`src/rtl/j11intc.sv`:
```
// j11intc: vectored interrupt controller driving the four J11 bus-request levels.
// Ports: clk, rstn (async active-low); irq[NCHAN] raw requests; ackreq/acklvl acknowledge
// request, ackdone/ackvec/ackmiss acknowledge result; j11irq[4] bus requests;
// regreq/regwdata/regack mask-register write. Define J11INTC_MASK_EN for the mask register.
module j11intc #(
  parameter int NCHAN = 8,
  parameter logic [NCHAN*16-1:0] VEC = '0,
  parameter logic [NCHAN*2-1:0] LVL = '0,
  parameter logic [NCHAN-1:0] EDGE = '0
) (
  input  logic              clk,
  input  logic              rstn,
  input  logic [NCHAN-1:0]  irq,
  input  logic              ackreq,
  input  logic [3:0]        acklvl,
  output logic              ackdone,
  output logic [15:0]       ackvec,
  output logic              ackmiss,
  output logic [3:0]        j11irq,
  input  logic              regreq,
  input  logic [31:0]       regwdata,
  output logic              regack
);
  logic [NCHAN-1:0] s1_q, s2_q, s3_q, pend_q, pend_d, mask, elig, set, clr, win_oh;
  logic [3:0] j11irq_q, j11irq_d;
  logic [15:0] ackvec_q, ackvec_d, win_vec;
  logic ackdone_q, ackdone_d, ackmiss_q, ackmiss_d, regack_q, regack_d, hit;
  logic [1:0] lvl;
  logic unused_wdata;
  assign unused_wdata = ^regwdata;
`ifdef J11INTC_MASK_EN
  logic [NCHAN-1:0] mask_q, mask_d;
  assign mask_d = regreq ? regwdata[NCHAN-1:0] : mask_q;
  assign mask = mask_q;
  always_ff @(posedge clk or negedge rstn)
    if (!rstn) mask_q <= '0;
    else mask_q <= mask_d;
`else
  assign mask = '0;
`endif
  always_comb begin
    elig = pend_q & ~mask;
    lvl = acklvl[3] ? 2'd3 : acklvl[2] ? 2'd2 : acklvl[1] ? 2'd1 : 2'd0;
    hit = 1'b0;
    win_oh = '0;
    win_vec = '0;
    // descending scan so the lowest-index eligible channel is the last one kept
    for (int i = NCHAN - 1; i >= 0; i--)
      if (elig[i] && LVL[2*i +: 2] == lvl) begin
        hit = 1'b1;
        win_oh = '0;
        win_oh[i] = 1'b1;
        win_vec = VEC[16*i +: 16];
      end
    hit = hit & |acklvl;
    j11irq_d = '0;
    for (int i = 0; i < NCHAN; i++)
      j11irq_d[LVL[2*i +: 2]] = j11irq_d[LVL[2*i +: 2]] | elig[i];
    clr = (ackreq && hit) ? win_oh : '0;
    set = s2_q & (~EDGE | ~s3_q);
    // edge channels keep a coincident new event; level channels let the clear win
    pend_d = (pend_q & ~clr) | (set & (EDGE | ~clr));
    ackdone_d = ackreq;
    ackmiss_d = ackreq & ~hit;
    ackvec_d = (ackreq && hit) ? win_vec : 16'o0;
    regack_d = regreq;
  end
  always_ff @(posedge clk or negedge rstn)
    if (!rstn) begin
      s1_q <= '0;
      s2_q <= '0;
      s3_q <= '0;
      pend_q <= '0;
      j11irq_q <= '0;
      ackdone_q <= 1'b0;
      ackmiss_q <= 1'b0;
      ackvec_q <= 16'o0;
      regack_q <= 1'b0;
    end else begin
      s1_q <= irq;
      s2_q <= s1_q;
      s3_q <= s2_q;
      pend_q <= pend_d;
      j11irq_q <= j11irq_d;
      ackdone_q <= ackdone_d;
      ackmiss_q <= ackmiss_d;
      ackvec_q <= ackvec_d;
      regack_q <= regack_d;
    end
  assign j11irq = j11irq_q;
  assign ackdone = ackdone_q;
  assign ackmiss = ackmiss_q;
  assign ackvec = ackvec_q;
  assign regack = regack_q;
endmodule

```
`config.mk`:
```
export PLATFORM = sky130hd
export DESIGN_NAME = j11intc
export DESIGN_NICKNAME = d
export VERILOG_FILES = /design/src/rtl/j11intc.sv
export SDC_FILE = /design/constraint.sdc
export NUM_CORES = 1
export LEC_CHECK = 0
export BUFFER_PORTS_ARGS = -buffer_cell sky130_fd_sc_hd__buf_4
export CORE_ASPECT_RATIO = 1.2
export CORE_MARGIN = 3
export CORE_UTILIZATION = 40
export DETAILED_ROUTE_END_ITERATION = 8
export PLACE_DENSITY = 0.78
export SYNTH_ARGS = -nofsm -noshare
export SYNTH_HDL_FRONTEND = slang
export SYNTH_SLANG_ARGS = --single-unit
export TNS_END_PERCENT = 5
```
`constraint.sdc`:
```
create_clock -name clk -period 1.6 [get_ports clk]
set_clock_uncertainty 0.15 [all_clocks]
set_input_delay 0.16 -clock clk [delete_from_list [all_inputs] [get_ports clk]]
set_output_delay 0.16 -clock clk [all_outputs]
set_load 0.01 [all_outputs]
```
## Word level (Yosys, flattened, before mapping)

Index checks and enable logic that the tools add are counted.

- Bits in registers: 28
- Bits of input ports: 48
- Output and inout port bits: 23
- Word-level logic and storage cells: 52

- Muxes and demuxes: 20
- Bitwise logic cells: 14
- Reduce and logical (&&, ||, !) cells: 11

Operator list:

| cell | number |
|---|---|
| $mux 8 | 9 |
| $and 8x8->8 | 2 |
| $logic_and 1x1->1 | 9 |
| $mux 1 | 9 |
| $not 8->8 | 1 |
| $or 8x8->8 | 1 |
| $or 1x1->1 | 7 |
| $mux 2 | 2 |
| $reduce_or 4->1 | 1 |
| $and 1x1->1 | 2 |
| $logic_not 2->1 | 1 |
| $not 1->1 | 1 |

## Logic depth before layout (Yosys ltp)

Gate-level depths: netlist of run 1.

- Depth after elaboration: 19
- Gate-level depth with buffers: 3
- Depth with buffers taken out: 3

## Worst setup path before layout of run 1

No wires, ideal clock.

- Path type: register to register
- Start point: reg pend_q[2], in the netlist elig[2]
- End point: reg pend_q[4], in the netlist elig[4]
- Setup time: 0.133 ns
- Arrival: 0.889 ns
- Required time: 1.317 ns
- Setup slack: 0.428 ns
- Stages on the path, launching flop included: 4
- Path buffers: 0
- Period minus slack after synthesis: 1.172 ns
- Path through: dfrtp_1 > nor3_2 > and3_4 > a31oi_1

- Longest elaborated chain between the ends: 10
- Elaborated cells between the ends (all ways): 14
- Classes of those cells: 7 x mux; 5 x bitwise; 2 x reduce/logical

RTL lines:

| item | line | RTL |
|---|---|---|
| start, declared | 24 | `logic [NCHAN-1:0] s1_q, s2_q, s3_q, pend_q, pend_d, mask, elig, set, clr, win_oh;` |
| start signal, assigned | 83 | `pend_q <= pend_d;` |
| $logic_and 1x1->1 * | 49 | `if (elig[i] && LVL[2*i +: 2] == lvl) begin` |
| $mux 1 (3 in a row) | 49 |  |
| $and 1x1->1 | 55 | `hit = hit & \|acklvl;` |
| $logic_and 1x1->1 | -- |  |
| $mux 8 * | 59 | `clr = (ackreq && hit) ? win_oh : '0;` |
| $not 8->8 * | 62 | `pend_d = (pend_q & ~clr) \| (set & (EDGE \| ~clr));` |
| $and 8x8->8 | 62 |  |
| $or 8x8->8 * | 62 |  |
| net pend_d[4] | 24 |  |

Mark *: on every way through the listed nets, which the timed path passes. The rest lies on a longest branch.

## Worst setup path after layout of run 1

- Start point: in acklvl[1]
- End point: reg pend_q[4], in the netlist elig[4]

- Longest elaborated chain between the ends: 19
- Elaborated cells between the ends (all ways): 35
- Classes of those cells: 19 x mux; 5 x bitwise; 11 x reduce/logical

RTL lines:

| item | line | RTL |
|---|---|---|
| start, declared | 15 | `input logic [3:0] acklvl,` |
| $mux 1 | 43 | `lvl = acklvl[3] ? 2'd3 : acklvl[2] ? 2'd2 : acklvl[1] ? 2'd1 : 2'd0;` |
| $mux 2 (2 in a row) | 43 |  |
| $logic_not 2->1 | 49 |  |
| $logic_and 1x1->1 | 49 |  |
| $mux 1 (8 in a row) | 49 |  |
| $and 1x1->1 | 55 |  |
| $logic_and 1x1->1 | -- |  |
| $mux 8 * | 59 |  |
| $not 8->8 * | 62 |  |
| $and 8x8->8 | 62 |  |
| $or 8x8->8 * | 62 |  |
| net pend_d[4] | 24 |  |

Marks and branches as above.

==> impl_metrics.py, run 1 <==
metrics = {
    "status": {
        "status": "finished, final reports clean",
    },
    "global_route": {
        "grt_pass1_vias": 593,
        "track_usage_pct": 11.1,
        "grt_max_degree": 29,
        "grt.overflow.total": 0,
        "antenna_found_initial": 0,
        "grt_pass1_wl_um": 2530,
    },
    "routing": {
        "drt-pass1-iter-count": 4,
        "drt_wl_total_um": 1490,
        "via_count": 600,
        "wire_per_inst_um": 10.4,
        "drtAntennaViolNets": 0,
        "drt_iter0_drc": 5,
        "drcViolationCount": 0,
        "routed_via_density": 4.20,
    },
    "critical_path": {
        "r2r-start": "elig[1]$_DFF_PN0_",
        "r2r_slack_ns": 0.32,
        "cp-end-kind": "flip-flop",
        "start_kind": "primary input",
        "worstPathRequired_ns": 1.66,
        "reg2reg_to": "elig[4]$_DFF_PN0_",
        "crit_path_max_fanout": 5,
        "worstPathArrival_ns": 1.52,
        "worstSetupPathType": "primary input to flip-flop",
        "r2r_cells": 3,
    },
    "pwr": {
        "power.density_mw_per_mm2": 969,
        "p_total_mw": 1.29,
        "ir_drop_mv": 0.713,
        "leakagePower_nw": 0.626,
    },
    "clocking": {
        "path_clk_slew_ns": 0.14,
        "cts_made_buffers": 3,
        "cts.repair.resized": 0,
        "root_buffer": "clkbuf_4",
        "cts_tree": "done",
        "insertion_delay_ns": 0.32,
        "h-tree-depth": 1,
        "clockBufferDepth": 2,
        "cts_num_sinks": 28,
    },
    "floorplan": {
        "die_w_um": 52.5,
        "row_count": 19,
        "die_area_mm2": 0.00324,
        "fp.dieH_um": 61.8,
        "core_mm2": 0.00238,
        "io_pins": 71,
        "initial_core_util_pct": 43.6,
    },
    "synthesis": {
        "synth_cell_type_count": 15,
        "ys_seq_elements": 28,
        "yosys_warnings": 0,
        "synth_cells": 76,
        "synth_top_family_by_area": "buffers and inverters",
        "synth_simple_gate_area_share_pct": 12.3,
        "yosysTopAreaCell": "dfrtp_1",
        "synth_adder_area_share_pct": 0,
        "synth-compound-area-share_pct": 5.31,
        "synthXorXnorAreaFrac_pct": 0,
        "muxShareOfSynthArea_pct": 0,
        "syn-cell-area_mm2": 0.00104,
        "synth_top_area_share_pct": 67.6,
        "ys_seq_area_share_pct": 67.6,
        "syn_avg_cell_area_um2": 13.6,
        "synthTopCellsByArea": "dfrtp_1, buf_4, a31oi_1",
    },
    "timing": {
        "min_period_ns": 1.46,
        "fmax_mhz": 687,
        "finalHoldViolations": 0,
        "post-route-period-util_pct": 91.0,
        "rsz0062_at_grt": "false",
        "hold_slack_ns": 0.0615,
        "setup_tns_ns": 0,
        "drv_slew": 0,
        "setup_viol": 0,
    },
    "placed_design": {
        "place_congestion": 0.681,
        "portBuffers": 19,
    },
    "cells_and_area": {
        "drive_gt1_share_pct": 25.9,
        "final_common_cell": "dfrtp_1",
        "fillers": 189,
        "layout_common_cells": "dfrtp_1, conb_1, buf_4, dlygate4sd3_1, nor2_1",
        "final_nets": 161,
        "syn2layout_area_growth_pct": 28.8,
        "diodes": 0,
    },
    "hold_path": {
        "holdCritStartpoint": "acklvl[0]",
        "holdPathStages": 3,
        "hold_class": "primary input to flip-flop",
        "worstHoldEndpoint": "ackmiss$_DFF_PN0_",
    },
    "flow_run": {
        "cap_viol_max_count": 0,
    },
}
-- stage by stage --
stage / instances / cell area [µm²] / utilization [%] / worst slack, ns
after floorplan: 94 / 1100 / - / 0.428
after global placement: 125 / 1140 / 48.1 / 0.367
after detailed placement: 125 / 1140 / 48.1 / 0.334
after CTS: 143 / 1340 / 56.2 / 0.141
after global routing: 143 / 1340 / 56.2 / 0.106
final: 143 / 1340 / 56.2 / 0.145
-- sequential cells by signal, summed over array words and instances (netlist names) --
name     count
ackmiss      1
s1_q         8
elig         8
s2_q         8
ackdone      1
regack       1
j11irq       1
-- where the power goes --
group | switching (mW) | total (mW) | internal [mW]
registers | 0.00813 | 0.741 | 0.733
logic | 0.0513 | 0.105 | 0.0542
clock network | 0.195 | 0.448 | 0.254
-- critical path, stage by stage --
cell           delay (ns)
dlygate4sd3_1        0.54
buf_4                0.14
nor4b_4              0.32
and3_4               0.27
a31oi_1              0.09
-- kinds of logic after synthesis --
logic type,count (synthesis)
buffers and inverters,21
other,1
AND/OR/NAND/NOR,17
flip-flops,28
AO/OA/AOI/OAI,9
-- worst max path at each step --
stage	from	endpoint	slack [ns]
global placement	elig[2]$_DFF_PN0_	elig[6]$_DFF_PN0_	0.37
global route	acklvl[1]	elig[4]$_DFF_PN0_	0.11
detailed placement	elig[2]$_DFF_PN0_	elig[4]$_DFF_PN0_	0.33
finish	acklvl[1]	elig[4]$_DFF_PN0_	0.14
CTS	acklvl[1]	elig[4]$_DFF_PN0_	0.14
floorplan	elig[2]$_DFF_PN0_	elig[4]$_DFF_PN0_	0.43
-- area by class of cell --
| type | instances | area [µm²] | share of cell area (%) |
|---|---|---|---|
| multi-input cells | 45 | 254 | 19.0 |
| clock buffers | 3 | 22.5 | 1.69 |
| well taps | 31 | 38.8 | 2.90 |
| flip-flops and latches | 28 | 701 | 52.4 |
| inverters | 2 | 7.51 | 0.562 |
| repair buffers | 33 | 283 | 21.2 |
| clock inverters | 1 | 30.0 | 2.25 |
-- repair_timing --
action                                  4_1_cts  5_1_grt
endpoints found under the hold margin        39        0
endpoints found under the setup margin        0        0
hold buffers                                 14        0
buffers inserted                              0        0
-- metal layers --
metal / up-vias / track usage [%] / part of all wire (%)
li1: 282 / - / -
met1: 275 / 11.9 / 37
met2: 38 / 20.0 / 49
met3: 5 / 1.67 / 11
met4: 0 / 7.66 / 3.2
met5: - / 0 / 0
-- cells in the mapped netlist (all sizes together) --
| cell type | instances |
|---|---|
| a21boi | 1 |
| dfrtp | 28 |
| nor4b | 1 |
| buf | 19 |
| conb | 1 |
| and3 | 1 |
| inv | 2 |
| a31oi | 6 |
| nor2 | 10 |
| nor4 | 1 |
| and2 | 1 |
| a21oi | 2 |
| nor3 | 2 |
| nand3b | 1 |
Power figures use the tool's default switching activity.
==> run 2: changes to the inputs <==
--- a/config.mk
+++ b/config.mk
@@ -8,9 +8,8 @@
 export BUFFER_PORTS_ARGS = -buffer_cell sky130_fd_sc_hd__buf_4
 export CORE_ASPECT_RATIO = 1.2
 export CORE_MARGIN = 3
-export CORE_UTILIZATION = 40
+export CORE_UTILIZATION = 32
 export DETAILED_ROUTE_END_ITERATION = 8
-export PLACE_DENSITY = 0.78
 export SYNTH_ARGS = -nofsm -noshare
 export SYNTH_HDL_FRONTEND = slang
 export SYNTH_SLANG_ARGS = --single-unit
==> impl_metrics.py, run 2 (synthesis gave the netlist of run 1 again) <==
metrics = {
    "status": {
        "status": "finished, final reports clean",
    },
    "clocking": {
        "path_clk_slew_ns": 0.13,
        "cts_tree": "done",
        "cts_num_sinks": 28,
        "insertion_delay_ns": 0.31,
        "cts_hold_buf": 14,
        "h-tree-depth": 1,
        "root_buffer": "clkbuf_4",
        "clockBufferDepth": 2,
        "postCtsSetupRepairBufs": 0,
        "cts.repair.resized": 0,
        "cts_made_buffers": 3,
    },
    "placed_design": {
        "portBuffers": 19,
        "dpl_cell_area_mm2": 0.00115,
        "place_congestion": 0.692,
        "hpwl_um": 956,
    },
    "cells_and_area": {
        "final_common_cell": "dfrtp_1",
        "fillers": 289,
        "final_nets": 161,
        "syn2layout_area_growth_pct": 27.9,
        "utilization_pct": 43.0,
        "regArea_um2": 701,
        "diodes": 0,
        "drive_gt1_share_pct": 25.9,
        "layout_common_cells": "dfrtp_1, conb_1, buf_4, dlygate4sd3_1, nor2_1",
        "multi_input_area_um2": 254,
        "postLayoutCellArea_mm2": 0.00133,
    },
    "routing": {
        "drtAntennaViolNets": 0,
        "drt_wl_total_um": 1400,
        "wire_per_inst_um": 9.45,
        "drcViolationCount": 0,
        "drt-pass1-iter-count": 6,
        "routed_via_density": 4.14,
        "via_count": 612,
        "drt_iter0_drc": 17,
    },
    "critical_path": {
        "cp_top_family": "buffers and inverters",
        "slowest_delay_ns": 0.54,
        "worstPathArrival_ns": 1.51,
        "crit_chain": "dlygate4sd3_1 > buf_4 > nor4b_4 > and3_4 > a31oi_1",
        "r2r_slack_ns": 0.32,
        "path_buf_inv": 2,
        "cp-end-kind": "flip-flop",
        "crit_path_max_fanout": 5,
        "worstPathRequired_ns": 1.65,
        "start_kind": "primary input",
        "slowest_stage": "dlygate4sd3_1",
        "worstSetupPathType": "primary input to flip-flop",
    },
    "floorplan": {
        "row_count": 22,
        "initial_core_util_pct": 33.6,
        "die_w_um": 58.0,
        "die_area_mm2": 0.00396,
        "core_mm2": 0.00308,
        "io_pins": 71,
        "fp.dieH_um": 68.4,
    },
    "hold_path": {
        "hold_class": "primary input to flip-flop",
    },
    "global_route": {
        "gr-max-usage-layer": "met2",
        "grt_pass1_vias": 605,
        "antenna_found_initial": 0,
        "grt.overflow.total": 0,
        "grt_max_degree": 29,
        "grt_pass1_wl_um": 2430,
        "grt_util_met3_pct": 2.26,
        "track_usage_pct": 8.14,
        "grt_util_met1_pct": 9.05,
        "use_met2_pct": 14.0,
    },
    "timing": {
        "drv_slew": 0,
        "fmax_mhz": 681,
        "min_period_ns": 1.47,
        "rsz0062_at_grt": "false",
        "setup_viol": 0,
        "post-route-period-util_pct": 91.8,
        "finalHoldViolations": 0,
        "setup_tns_ns": 0,
    },
    "pwr": {
        "leakagePower_nw": 0.619,
        "power.density_mw_per_mm2": 879,
        "ir_drop_mv": 0.572,
    },
    "flow_run": {
        "cap_viol_max_count": 0,
    },
}
run 2: worst min-delay path: stages:
cell,delay (ns)
buf_4,0.11
nor4b_4,0.13
a21boi_1,0.11
run 2: area by class of cell:
| class | instances | share of cell area [%] |
|---|---|---|
| Inverter | 2 | 0.566 |
| Timing Repair Buffer | 33 | 21.3 |
| Sequential cell | 28 | 52.8 |
| Tap cell | 36 | 3.40 |
| Clock buffer | 4 | 2.74 |
| Multi-Input combinational cell | 45 | 19.2 |
run 2: final timing paths:
check | start | endpoint | cells past startpoint
worst max-delay path | acklvl[1] | elig[4]$_DFF_PN0_ | 5
worst min-delay path | acklvl[0] | ackmiss$_DFF_PN0_ | 3
worst max register to register | elig[2]$_DFF_PN0_ | elig[4]$_DFF_PN0_ | 3
worst min register to register | s1_q[6]$_DFF_PN0_ | s2_q[6]$_DFF_PN0_ | 0
max in group asynchronous | rstn | s2_q[7]$_DFF_PN0_ | 2
min in group asynchronous | rstn | s1_q[7]$_DFF_PN0_ | 2
run 2: per-stage QoR:
| step | hold slack [ns] | instances | setup WS, ns | power [mW] |
|---|---|---|---|---|
| finish | 0.0750 | 148 | 0.132 | 1.17 |
| global route | 0.0661 | 148 | 0.111 | 1.23 |
| CTS | 0.0650 | 148 | 0.142 | 1.18 |
| detailed placement | -0.0617 | 130 | 0.316 | 0.831 |
| global placement | -0.0686 | 130 | 0.365 | 0.829 |
| floorplan | -0.286 | 94 | 0.428 | 0.814 |
run 2: power breakdown:
group	total, mW	switching [mW]	leakage [nW]	internal (mW)
Sequential	0.739	0.00680	0.301	0.733
Combinational	0.105	0.0507	0.297	0.0541
Clock	0.321	0.182	0.0210	0.139
Total	1.17	0.240	0.619	0.926
run 2: per-layer routing:
| metal | vias to the layer above | wire (µm) |
|---|---|---|
| met5 | - | 0 |
| met4 | 0 | 9 |
| met3 | 2 | 152 |
| met2 | 41 | 666 |
| met1 | 285 | 570 |
| li1 | 284 | - |
